## src/rtl/cfg_sequencer_pkg.sv

```systemverilog
// Shared parameters for the configuration path: frame header constant,
// default config bus widths (also used by the clock divider), the sequencer
// state encoding and the frame checksum helper.
package CFG_params;

  localparam logic [7:0] FRAME_HEADER         = 8'hA5;
  localparam int         DEFAULT_CFG_ADDR_W   = 8;
  localparam int         DEFAULT_CFG_DATA_W   = 16;
  localparam int         DEFAULT_TIMEOUT      = 100000;

  typedef enum logic [2:0] {
    ST_IDLE   = 3'd0,
    ST_ADDR   = 3'd1,
    ST_DATA_H = 3'd2,
    ST_DATA_L = 3'd3,
    ST_CHK    = 3'd4,
    ST_ISSUE  = 3'd5
  } state_t;

  // Checksum carried in the last byte of a frame.
  function automatic logic [7:0] frame_chk(input logic [7:0] addr,
                                           input logic [7:0] data_h,
                                           input logic [7:0] data_l);
    return addr ^ data_h ^ data_l;
  endfunction

endpackage

```

## src/rtl/cfg_sequencer_if.sv

```systemverilog
// Config write bus between the sequencer (master) and the clock divider
// (slave).
//   c_addr  : config address
//   c_data  : config data
//   c_valid : write request, held until accepted
//   c_ready : slave accepts the request
// Handshake: a transfer completes on the rising edge where c_valid and
// c_ready are both 1; once c_valid is raised, c_addr/c_data/c_valid stay
// constant until that edge, and c_ready has no meaning while c_valid is 0.
interface cfg_sequencer_if #(
  parameter int ADDR_W = 8,
  parameter int DATA_W = 16
);
  logic [ADDR_W-1:0] c_addr;
  logic [DATA_W-1:0] c_data;
  logic              c_valid;
  logic              c_ready;

  modport master (output c_addr, output c_data, output c_valid, input c_ready);
  modport slave  (input c_addr, input c_data, input c_valid, output c_ready);
endinterface

```

## src/rtl/cfg_sequencer_timeout_counter.sv

```systemverilog
// Inter-byte timeout counter.
//   clk, rst_n : clock, asynchronous active-low reset
//   clear      : an accepted byte restarts the count
//   enable     : counting allowed (inside a frame); held at 0 otherwise
//   expire     : TIMEOUT_CYCLES idle cycles have elapsed on this edge
module cfg_timeout_counter #(
  parameter int TIMEOUT_CYCLES = 100000
) (
  input  logic clk,
  input  logic rst_n,
  input  logic clear,
  input  logic enable,
  output logic expire
);
  localparam int CW = $clog2(TIMEOUT_CYCLES + 1);

  logic [CW-1:0] count;

  // count holds the number of idle edges already seen, so the edge where it
  // equals TIMEOUT_CYCLES-1 is the TIMEOUT_CYCLES-th idle edge.
  assign expire = enable && !clear && (count == CW'(TIMEOUT_CYCLES - 1));

  always_ff @(posedge clk or negedge rst_n) begin
    if (!rst_n) begin
      count <= '0;
    end else if (clear || !enable) begin
      count <= '0;
    end else begin
      count <= count + 1'b1;
    end
  end
endmodule

```

## src/rtl/cfg_sequencer.sv

```systemverilog
// UART-frame to config-write sequencer.
// Parses frames A5, ADDR, DATA_H, DATA_L, CHK (CHK = ADDR^DATA_H^DATA_L) and
// issues one config write per good frame on the cfg_bus master port.
//   clk, rst_n : clock, asynchronous active-low reset
//   rx_data    : received byte, qualified by rx_valid (one-cycle strobe)
//   cfg_bus    : config write master (c_addr, c_data, c_valid, c_ready)
//   busy       : high whenever the FSM is not IDLE
//   frame_err  : one-cycle pulse on checksum error or inter-byte timeout
//   overrun    : one-cycle pulse for each byte dropped while issuing
//   cfg_count  : completed config writes, wraps 255->0
//   state      : current FSM state (debug)
module cfg_sequencer
  import CFG_params::*;
#(
  parameter int WIDTH_CONFIG_ADDR = DEFAULT_CFG_ADDR_W,
  parameter int WIDTH_CONFIG_DATA = DEFAULT_CFG_DATA_W,
  parameter int TIMEOUT_CYCLES    = DEFAULT_TIMEOUT
) (
  input  logic                   clk,
  input  logic                   rst_n,
  input  logic [7:0]             rx_data,
  input  logic                   rx_valid,
  cfg_sequencer_if.master        cfg_bus,
  output logic                   busy,
  output logic                   frame_err,
  output logic                   overrun,
  output logic [7:0]             cfg_count,
  output state_t                 state
);

  logic [7:0]  addr_q;
  logic [7:0]  data_h_q;
  logic [7:0]  data_l_q;
  logic [15:0] data_word;
  logic        in_frame;
  logic        expire;

  assign data_word = {data_h_q, data_l_q};
  assign in_frame  = (state == ST_ADDR) || (state == ST_DATA_H) ||
                     (state == ST_DATA_L) || (state == ST_CHK);

  cfg_timeout_counter #(
    .TIMEOUT_CYCLES(TIMEOUT_CYCLES)
  ) u_timeout (
    .clk    (clk),
    .rst_n  (rst_n),
    .clear  (rx_valid),
    .enable (in_frame),
    .expire (expire)
  );

  // A byte on the expiry edge wins: each frame state tests rx_valid first.
  always_ff @(posedge clk or negedge rst_n) begin
    if (!rst_n) begin
      state           <= ST_IDLE;
      busy            <= 1'b0;
      frame_err       <= 1'b0;
      overrun         <= 1'b0;
      cfg_count       <= 8'd0;
      addr_q          <= 8'd0;
      data_h_q        <= 8'd0;
      data_l_q        <= 8'd0;
      cfg_bus.c_valid <= 1'b0;
      cfg_bus.c_addr  <= '0;
      cfg_bus.c_data  <= '0;
    end else begin
      frame_err <= 1'b0;
      overrun   <= 1'b0;
      case (state)
        ST_IDLE: begin
          if (rx_valid && rx_data == FRAME_HEADER) begin
            state <= ST_ADDR;
            busy  <= 1'b1;
          end
        end
        ST_ADDR: begin
          if (rx_valid) begin
            addr_q <= rx_data;
            state  <= ST_DATA_H;
          end else if (expire) begin
            state     <= ST_IDLE;
            busy      <= 1'b0;
            frame_err <= 1'b1;
          end
        end
        ST_DATA_H: begin
          if (rx_valid) begin
            data_h_q <= rx_data;
            state    <= ST_DATA_L;
          end else if (expire) begin
            state     <= ST_IDLE;
            busy      <= 1'b0;
            frame_err <= 1'b1;
          end
        end
        ST_DATA_L: begin
          if (rx_valid) begin
            data_l_q <= rx_data;
            state    <= ST_CHK;
          end else if (expire) begin
            state     <= ST_IDLE;
            busy      <= 1'b0;
            frame_err <= 1'b1;
          end
        end
        ST_CHK: begin
          if (rx_valid) begin
            if (rx_data == frame_chk(addr_q, data_h_q, data_l_q)) begin
              state           <= ST_ISSUE;
              cfg_bus.c_valid <= 1'b1;
              cfg_bus.c_addr  <= addr_q[WIDTH_CONFIG_ADDR-1:0];
              cfg_bus.c_data  <= data_word[WIDTH_CONFIG_DATA-1:0];
            end else begin
              state     <= ST_IDLE;
              busy      <= 1'b0;
              frame_err <= 1'b1;
            end
          end else if (expire) begin
            state     <= ST_IDLE;
            busy      <= 1'b0;
            frame_err <= 1'b1;
          end
        end
        ST_ISSUE: begin
          // c_valid is always 1 here, so c_ready alone completes the write.
          if (rx_valid) begin
            overrun <= 1'b1;
          end
          if (cfg_bus.c_ready) begin
            cfg_bus.c_valid <= 1'b0;
            cfg_count       <= cfg_count + 8'd1;
            state           <= ST_IDLE;
            busy            <= 1'b0;
          end
        end
        default: begin
          state           <= ST_IDLE;
          busy            <= 1'b0;
          cfg_bus.c_valid <= 1'b0;
        end
      endcase
    end
  end

endmodule

```

## src/flat_wrapper.sv

```systemverilog
// flat-port wrapper written by rule: the top's interface ports become plain ports
module cfg_sequencer_flat import CFG_params::*;
#(
  parameter int WIDTH_CONFIG_ADDR = DEFAULT_CFG_ADDR_W,
  parameter int WIDTH_CONFIG_DATA = DEFAULT_CFG_DATA_W,
  parameter int TIMEOUT_CYCLES    = DEFAULT_TIMEOUT
)
  (clk, rst_n, rx_data, rx_valid, busy, frame_err, overrun, cfg_count, state, cfg_bus_c_addr, cfg_bus_c_data, cfg_bus_c_valid, cfg_bus_c_ready);
  cfg_sequencer_if cfg_bus_i ();
  input  logic clk;
  input  logic rst_n;
  input  logic [7:0] rx_data;
  input  logic rx_valid;
  output logic busy;
  output logic frame_err;
  output logic overrun;
  output logic [7:0] cfg_count;
  output state_t state;
  output wire logic [$bits(cfg_bus_i.c_addr)-1:0] cfg_bus_c_addr;
  output wire logic [$bits(cfg_bus_i.c_data)-1:0] cfg_bus_c_data;
  output wire logic [$bits(cfg_bus_i.c_valid)-1:0] cfg_bus_c_valid;
  input wire logic [$bits(cfg_bus_i.c_ready)-1:0] cfg_bus_c_ready;
  assign cfg_bus_c_addr = cfg_bus_i.c_addr;
  assign cfg_bus_c_data = cfg_bus_i.c_data;
  assign cfg_bus_c_valid = cfg_bus_i.c_valid;
  assign cfg_bus_i.c_ready = cfg_bus_c_ready;
  cfg_sequencer #(.WIDTH_CONFIG_ADDR(WIDTH_CONFIG_ADDR), .WIDTH_CONFIG_DATA(WIDTH_CONFIG_DATA), .TIMEOUT_CYCLES(TIMEOUT_CYCLES)) u_core (.clk(clk), .rst_n(rst_n), .rx_data(rx_data), .rx_valid(rx_valid), .cfg_bus(cfg_bus_i), .busy(busy), .frame_err(frame_err), .overrun(overrun), .cfg_count(cfg_count), .state(state));
endmodule
```

## config.mk

```make
export PLATFORM = sky130hd
export DESIGN_NAME = cfg_sequencer_flat
export DESIGN_NICKNAME = d
export VERILOG_FILES = /design/src/rtl/cfg_sequencer_pkg.sv /design/src/rtl/cfg_sequencer_if.sv /design/src/rtl/cfg_sequencer_timeout_counter.sv /design/src/rtl/cfg_sequencer.sv /design/src/flat_wrapper.sv
export SDC_FILE = /design/constraint.sdc
export NUM_CORES = 1
export LEC_CHECK = 0
export BUFFER_PORTS_ARGS = -buffer_cell sky130_fd_sc_hd__buf_2
export CAP_MARGIN = 30
export CORE_ASPECT_RATIO = 1.2
export CORE_MARGIN = 8
export CORE_UTILIZATION = 61
export DETAILED_ROUTE_END_ITERATION = 8
export HOLD_SLACK_MARGIN = 0.12
export PLACE_DENSITY = 0.89
export RECOVER_POWER = 25
export SYNTH_ARGS = -nofsm -noshare
export SYNTH_HDL_FRONTEND = slang
export SYNTH_HIERARCHICAL = 1
export SYNTH_SLANG_ARGS = --single-unit
```

## constraint.sdc

```tcl
create_clock -name clk -period 6.2 [get_ports clk]
set_input_delay 0.31 -clock clk [delete_from_list [all_inputs] [get_ports clk]]
set_output_delay 0.31 -clock clk [all_outputs]
set_load 0.02 [all_outputs]
```

# --- Word level (Yosys, flattened, before mapping) ---
# Index checks and enable logic that the tools add are counted.
word_totals:
  register_bits: 80
  inputBits: 12
  out_inout_bits: 39
  elab_cells: 78
classes:
  add_sub_neg: 2
  n_eq_ne: 14
  n_mux: 27
  bitwise_logic: 3
  n_reduce_logical: 20
op_table:
  columns: ["cell", "count"]
  rows:
  - ["two-way mux 3 bit", 8]
  - ["case mux 3 bit (6 select lines)", 1]
  - ["adder 17 x 1 -> 17 bit, second input constant", 1]
  - ["equality test 17 bit, second input constant", 1]
  - ["two-way mux 17 bit", 1]
  - ["bitwise XOR 8 bit", 2]
  - ["two-way mux 1 bit", 14]
  - ["AND reduction 2 bit", 5]
  - ["adder 8 x 1 -> 8 bit, second input constant", 1]
  - ["equality test 8 bit", 1]
  - ["equality test 8 bit, second input constant", 1]
  - ["!= test 2 bit, second input constant", 4]
  - ["AND reduction 4 bit", 2]
  - ["equality test 3 x 2 -> 1 bit, second input constant", 2]
  - ["equality test 3 bit, second input constant", 2]
  - ["logical OR 1 bit", 4]
  - ["case mux 1 bit (4 select lines)", 1]
  - ["OR reduction 4 bit", 1]
  - ["equality test 3 x 1 -> 1 bit, second input constant", 1]
  - ["logical AND 1 bit", 3]
  - ["zero test 3 bit", 1]
  - ["!= test 3 bit, second input constant", 1]
  - ["case mux 1 bit (3 select lines)", 1]
  - ["AND reduction 3 bit", 1]
  - ["5 further kinds", 6]

# --- Depth between registers and ports, before layout ---
depth:
  depth_word: 9
  mapped_depth: 13
  ltp_nobuf: 11

# --- Hierarchy ---
# Netlist, hierarchy kept.
by_module_without_submodules:
  columns: ["module", "n_inst", "cells_each", "area_per_inst_um2", "seq_area_each_um2"]
  rows:
  - ["cfg_sequencer", 1, 208, 2829.0, 1576.5]
  - ["cfg_timeout_counter", 1, 93, 865.8, 425.4]

# --- Worst setup path before layout ---
# Ideal clock, no wire load.
synth_path:
  path_kind: "register to register"
  startpoint: "register u_core.state[2]"
  endpoint: "register u_core.state[0]"
  setup_time_ns: 0.144
  t_arrival_ns: 2.333
  required_time_ns: 6.056
  path_slack_ns: 3.722
  stages_incl_launch_ff: 13
  n_path_buf: 2
  synth_period_minus_slack_ns: 2.478
  cell_sequence: "dfrtp_1 -> buf_1 -> xnor2_1 -> nand2b_1 -> clkbuf_1 -> nor4_1 -> nand4_1 -> nor3_1 -> nor2_1 -> nand2_1 -> a21oi_1 -> nor2_1 -> a221oi_2"
synth_between:
  elab_chain_len: 9
  word_cells_on_any_way: 20
  cone_classes: "7 x eq/ne; 6 x mux; 7 x reduce/logical"
synth_rtl:
  columns: ["element", "line_no", "rtl"]
  rows:
  - ["start, declared", "cfg_sequencer.sv:28", "output state_t state"]
  - ["start signal, assigned", "cfg_sequencer.sv:55", "state <= ST_IDLE;"]
  - ["start signal, assigned", "cfg_sequencer.sv:72", "state <= ST_ADDR;"]
  - ["start signal, assigned", "cfg_sequencer.sv:79", "state <= ST_DATA_H;"]
  - ["equality test 3 x 1 -> 1 bit / equality test 3 x 2 -> 1 bit (equally long branches)", "cfg_sequencer.sv:39", "assign in_frame = (state == ST_ADDR) || (state == ST_DATA_H) ||"]
  - ["logical OR 1 bit (2 in series)", "cfg_sequencer.sv:39", null]
  - ["logical OR 1 bit (*)", "cfg_sequencer.sv:40", "(state == ST_DATA_L) || (state == ST_CHK);"]
  - ["net u_core.in_frame", "cfg_sequencer.sv:35", "logic in_frame;"]
  - ["logical AND 1 bit (*) (2 in series)", "cfg_sequencer_timeout_counter.sv:21", "assign expire = enable && !clear && (count == CW'(TIMEOUT_CYCLES - 1));"]
  - ["net u_core.expire", "cfg_sequencer.sv:36", "logic expire;"]
  - ["two-way mux 3 bit (*)", null, null]
  - ["two-way mux 3 bit (on tied branches)", null, null]
  - ["case mux 3 bit (6 select lines) (*)", "cfg_sequencer.sv:69", "case (state)"]
# The timed path passes the listed nets; every way through them passes the cells marked *.
# A chain may end at the register's enable or synchronous reset.

# --- Worst setup path in the final report ---
layout_path:
  startpoint: "register u_core.state[1]"
  endpoint: "register u_core.state[0]"
# The elaborated chain is that of the path after synthesis.

==> reports/results.txt <==
worst min-delay path category: in -> reg
post-route cell area: 4210 sq um
initial antenna violation count: 0
die width: 87.0 um
htree depth: 3
Sink Count: 80
fin. max-slew vios: 0
outcome: finished clean
Clock Latency Late Sink: 0.34 ns
top cell type's share of synthesized area: 54.2%
number of max-cap violations: 0
crit end category: flop
grt met3 use: 4.46%
RSZ-0062 raised after global routing: no
P_int: 1040 uW
Starting Density: 62.3%
share of layout cells above drive strength 1: 34.5%
TNS Setup: 0 ns
Comb pwr share: 29.6%
GR Util met1: 19.4%
syn avg cell area: 12.3 sq um
FF-to-FF path depth: 11
routed vias/inst: 5.56
cts bufs inserted: 9
Placement Cell Area: 4000 sq um
# setup viols final: 0
register area share after synthesis: 54.2%
wire length of the first global-routing pass: 11700 um
DR WL/cell: 16.2 um
ratio of final minimum period to clock period: 47.0%
gr busiest metal: met2
crit path time final: 2.91 ns
Final WS setup: 3.29 ns
height of the chip: 101 um
Worst-path clk slew: 0.08 ns
routability cong.: 0.863
grt ovf: 0
deepest clock path buffer count: 2
sequential power share: 47.7%
Seq cells post-synth: 80
drt total wl: 7150 um
Cells on Worst Hold Path: 2
Clock Skew: 0.00803 ns
Worst Path Max Fanout: 19
largest net degree at the start of global routing: 81
Iter 0 DRT Violations: 130
nets: 368
Place WS: 3.38 ns
library cells used by synthesis: 42
synthesized area: 3690 sq um
cell taking the most area after synthesis: dfrtp_1
diode count: 0
Design Power: 1550 uW
die area: 8810 sq um
grt met2 use: 29.1%
total iterations of the first detailed-routing run: 4
sw power: 511 uW
clock root buffer: clkbuf_8
DRC viols: 0
Port Buffers: 50
I/O pin cnt: 51
Fin. Hold Viols: 0
Mapped Cells: 301
yosys warns: 6
maximum vdd drop: 0.000268 V
Final ANT Viol Nets: 0
Crit path required time: 6.41 ns
GRT Overall Usage: 17.0%
Sw Ratio: 33.0%
CTS tree: yes
DP HPWL: 5020 um
critical path class: reg -> reg
Clock Power Share: 22.6%
area grow syn2layout: 14.0%
Syn Nets: 315
Fmax: 344 MHz
critical path launch point type: flop
measured slew at the worst slew-check pin: 0.781 ns
synth top area cells: dfrtp_1 (54%), mux2_2 (13%), xnor2_1 (7.6%)
DR vias: 2453
Worst slew margin: 47.6%
Core Region: 5930 sq um
WP data arrival: 3.12 ns
row cnt: 31
Static Leak: 0.00201 uW
vias in the first global route: 2547
PwrDens: 368 nW/um^2
## power groups by stage
stage	sequential [uW]	clock, uW	combinational (uW)
CTS	740	361	461
floorplan	731	0	362
finish	739	351	459
global route	758	379	501
global placement	740	0	437
detailed placement	750	0	457
## metrics by stage
| stage | util [%] | cells | hold slack [ns] |
|---|---|---|---|
| global route | 71.0 | 441 | 0.265 |
| finish | 71.0 | 441 | 0.267 |
| CTS | 70.4 | 439 | 0.159 |
| global placement | 67.3 | 423 | 0.456 |
| detailed placement | 67.3 | 423 | 0.467 |
| floorplan | - | 301 | 0.0144 |
## sequential cells by signal (all words and copies together), names as in the netlist, 3 cells and up
register and cells:
u_core/cfg_bus.c_addr 8, u_core/cfg_bus.c_data 16, u_core/state 3, u_core/data_l_q 8
u_core/data_h_q 8, u_core/cfg_count 8, u_core/u_timeout/count 17, u_core/addr_q 8
## worst max-delay path: stages, from the launching register on
cell and delay (ns):
dfrtp_1 0.51, nor2_2 0.27, xnor2_1 0.15, nand2b_1 0.39, nor4_1 0.37, nand4_1 0.13, nor3_1 0.42, nor2_1 0.11
nand2_1 0.09, a21oi_1 0.07, nor2_1 0.17, a221oi_2 0.08
## cells in the mapped netlist (all sizes together)
cell type and count:
nand3b 2, dfrtp 80, xor2 12, or4 1
nor2 27, a21o 1, xnor2 32, o31ai 1
nand3 10, buf 5, and4 1, nand4b 1
nor3 10, clkbuf 5, a211o 1, nor3b 1
nor4b 1, nor4 6, nand4bb 1, a31oi 1
o22a 1, a21oi 6, nor2b 3, a21bo 1
a221oi 2, mux2 49, ha 2, nand2b 2
and3 3, o21ai 4, nand4 9, inv 6
nand2 12, or3 2
## kinds of logic after synthesis
logic type               after synthesis  synth area share, %
AO/OA/AOI/OAI                         18                 3.32
buffers and inverters                 16                 2.10
flip-flops                            80                 54.2
XOR/XNOR                              44                 10.4
multiplexers                          49                 15.4
adder cells (fa/ha/maj)                2                0.677
AND/OR/NAND/NOR                       92                 13.9
## per-layer routing
| layer | share of wire (%) | wire length, um | vias to the layer above |
|---|---|---|---|
| met1 | 43 | 3050 | 1212 |
| met4 | 1.6 | 112 | 0 |
| met2 | 51 | 3660 | 68 |
| li1 | - | - | 1161 |
| met5 | 0 | 0 | - |
| met3 | 4.6 | 328 | 12 |
## repair_timing
item / CTS / global route
endpoints found under the hold margin: 0 / 80
hold buffers: 0 / 1
setup buffers: 0 / 0
resized for setup: 0 / 0
## cell type report
cell class | count | area [sq um]
timing repair buffer | 52 | 287
fill | 434 | 1720
clock inverter | 3 | 15.0
clock buffer | 13 | 169
sequential | 80 | 2000
multi-input combinational | 205 | 1620
tap | 82 | 103
inverter | 6 | 22.5
## layout by cell type (no fill, tap or decap), types with 2 or more instances in the layout
master	netlist	routed
nand4_1	8	8
nand2_1	12	12
nor2_1	26	26
xnor2_1	32	32
ha_1	2	2
mux2_4	5	5
buf_2	2	49
nand3b_1	2	2
nor4_1	3	3
nor3_1	9	9
clkbuf_8	0	12
o21ai_0	4	4
mux2_2	44	44
inv_1	6	6
xor2_1	12	12
nor2b_1	3	3
or3_1	2	2
a21oi_1	6	6
nand3_1	10	10
and3_1	3	3
nand2b_1	2	2
nor4_2	3	3
dfrtp_1	80	80
clkinv_2	0	3
clkbuf_1	5	2
## worst paths after layout
path,start,end,slack (ns)
max,u_core/state[1],u_core/state[0],3.29
min,rx_data[2],u_core/data_h_q[2],0.27
max reg2reg,u_core/state[1],u_core/state[0],3.29
min reg2reg,u_core/cfg_count[7],u_core/cfg_count[7],0.47
max in group asynchronous,rst_n,u_core/data_l_q[3],5.20
min in group asynchronous,rst_n,u_core/u_timeout/count[4],0.35
No activity file was read; power rests on OpenSTA's default activity.
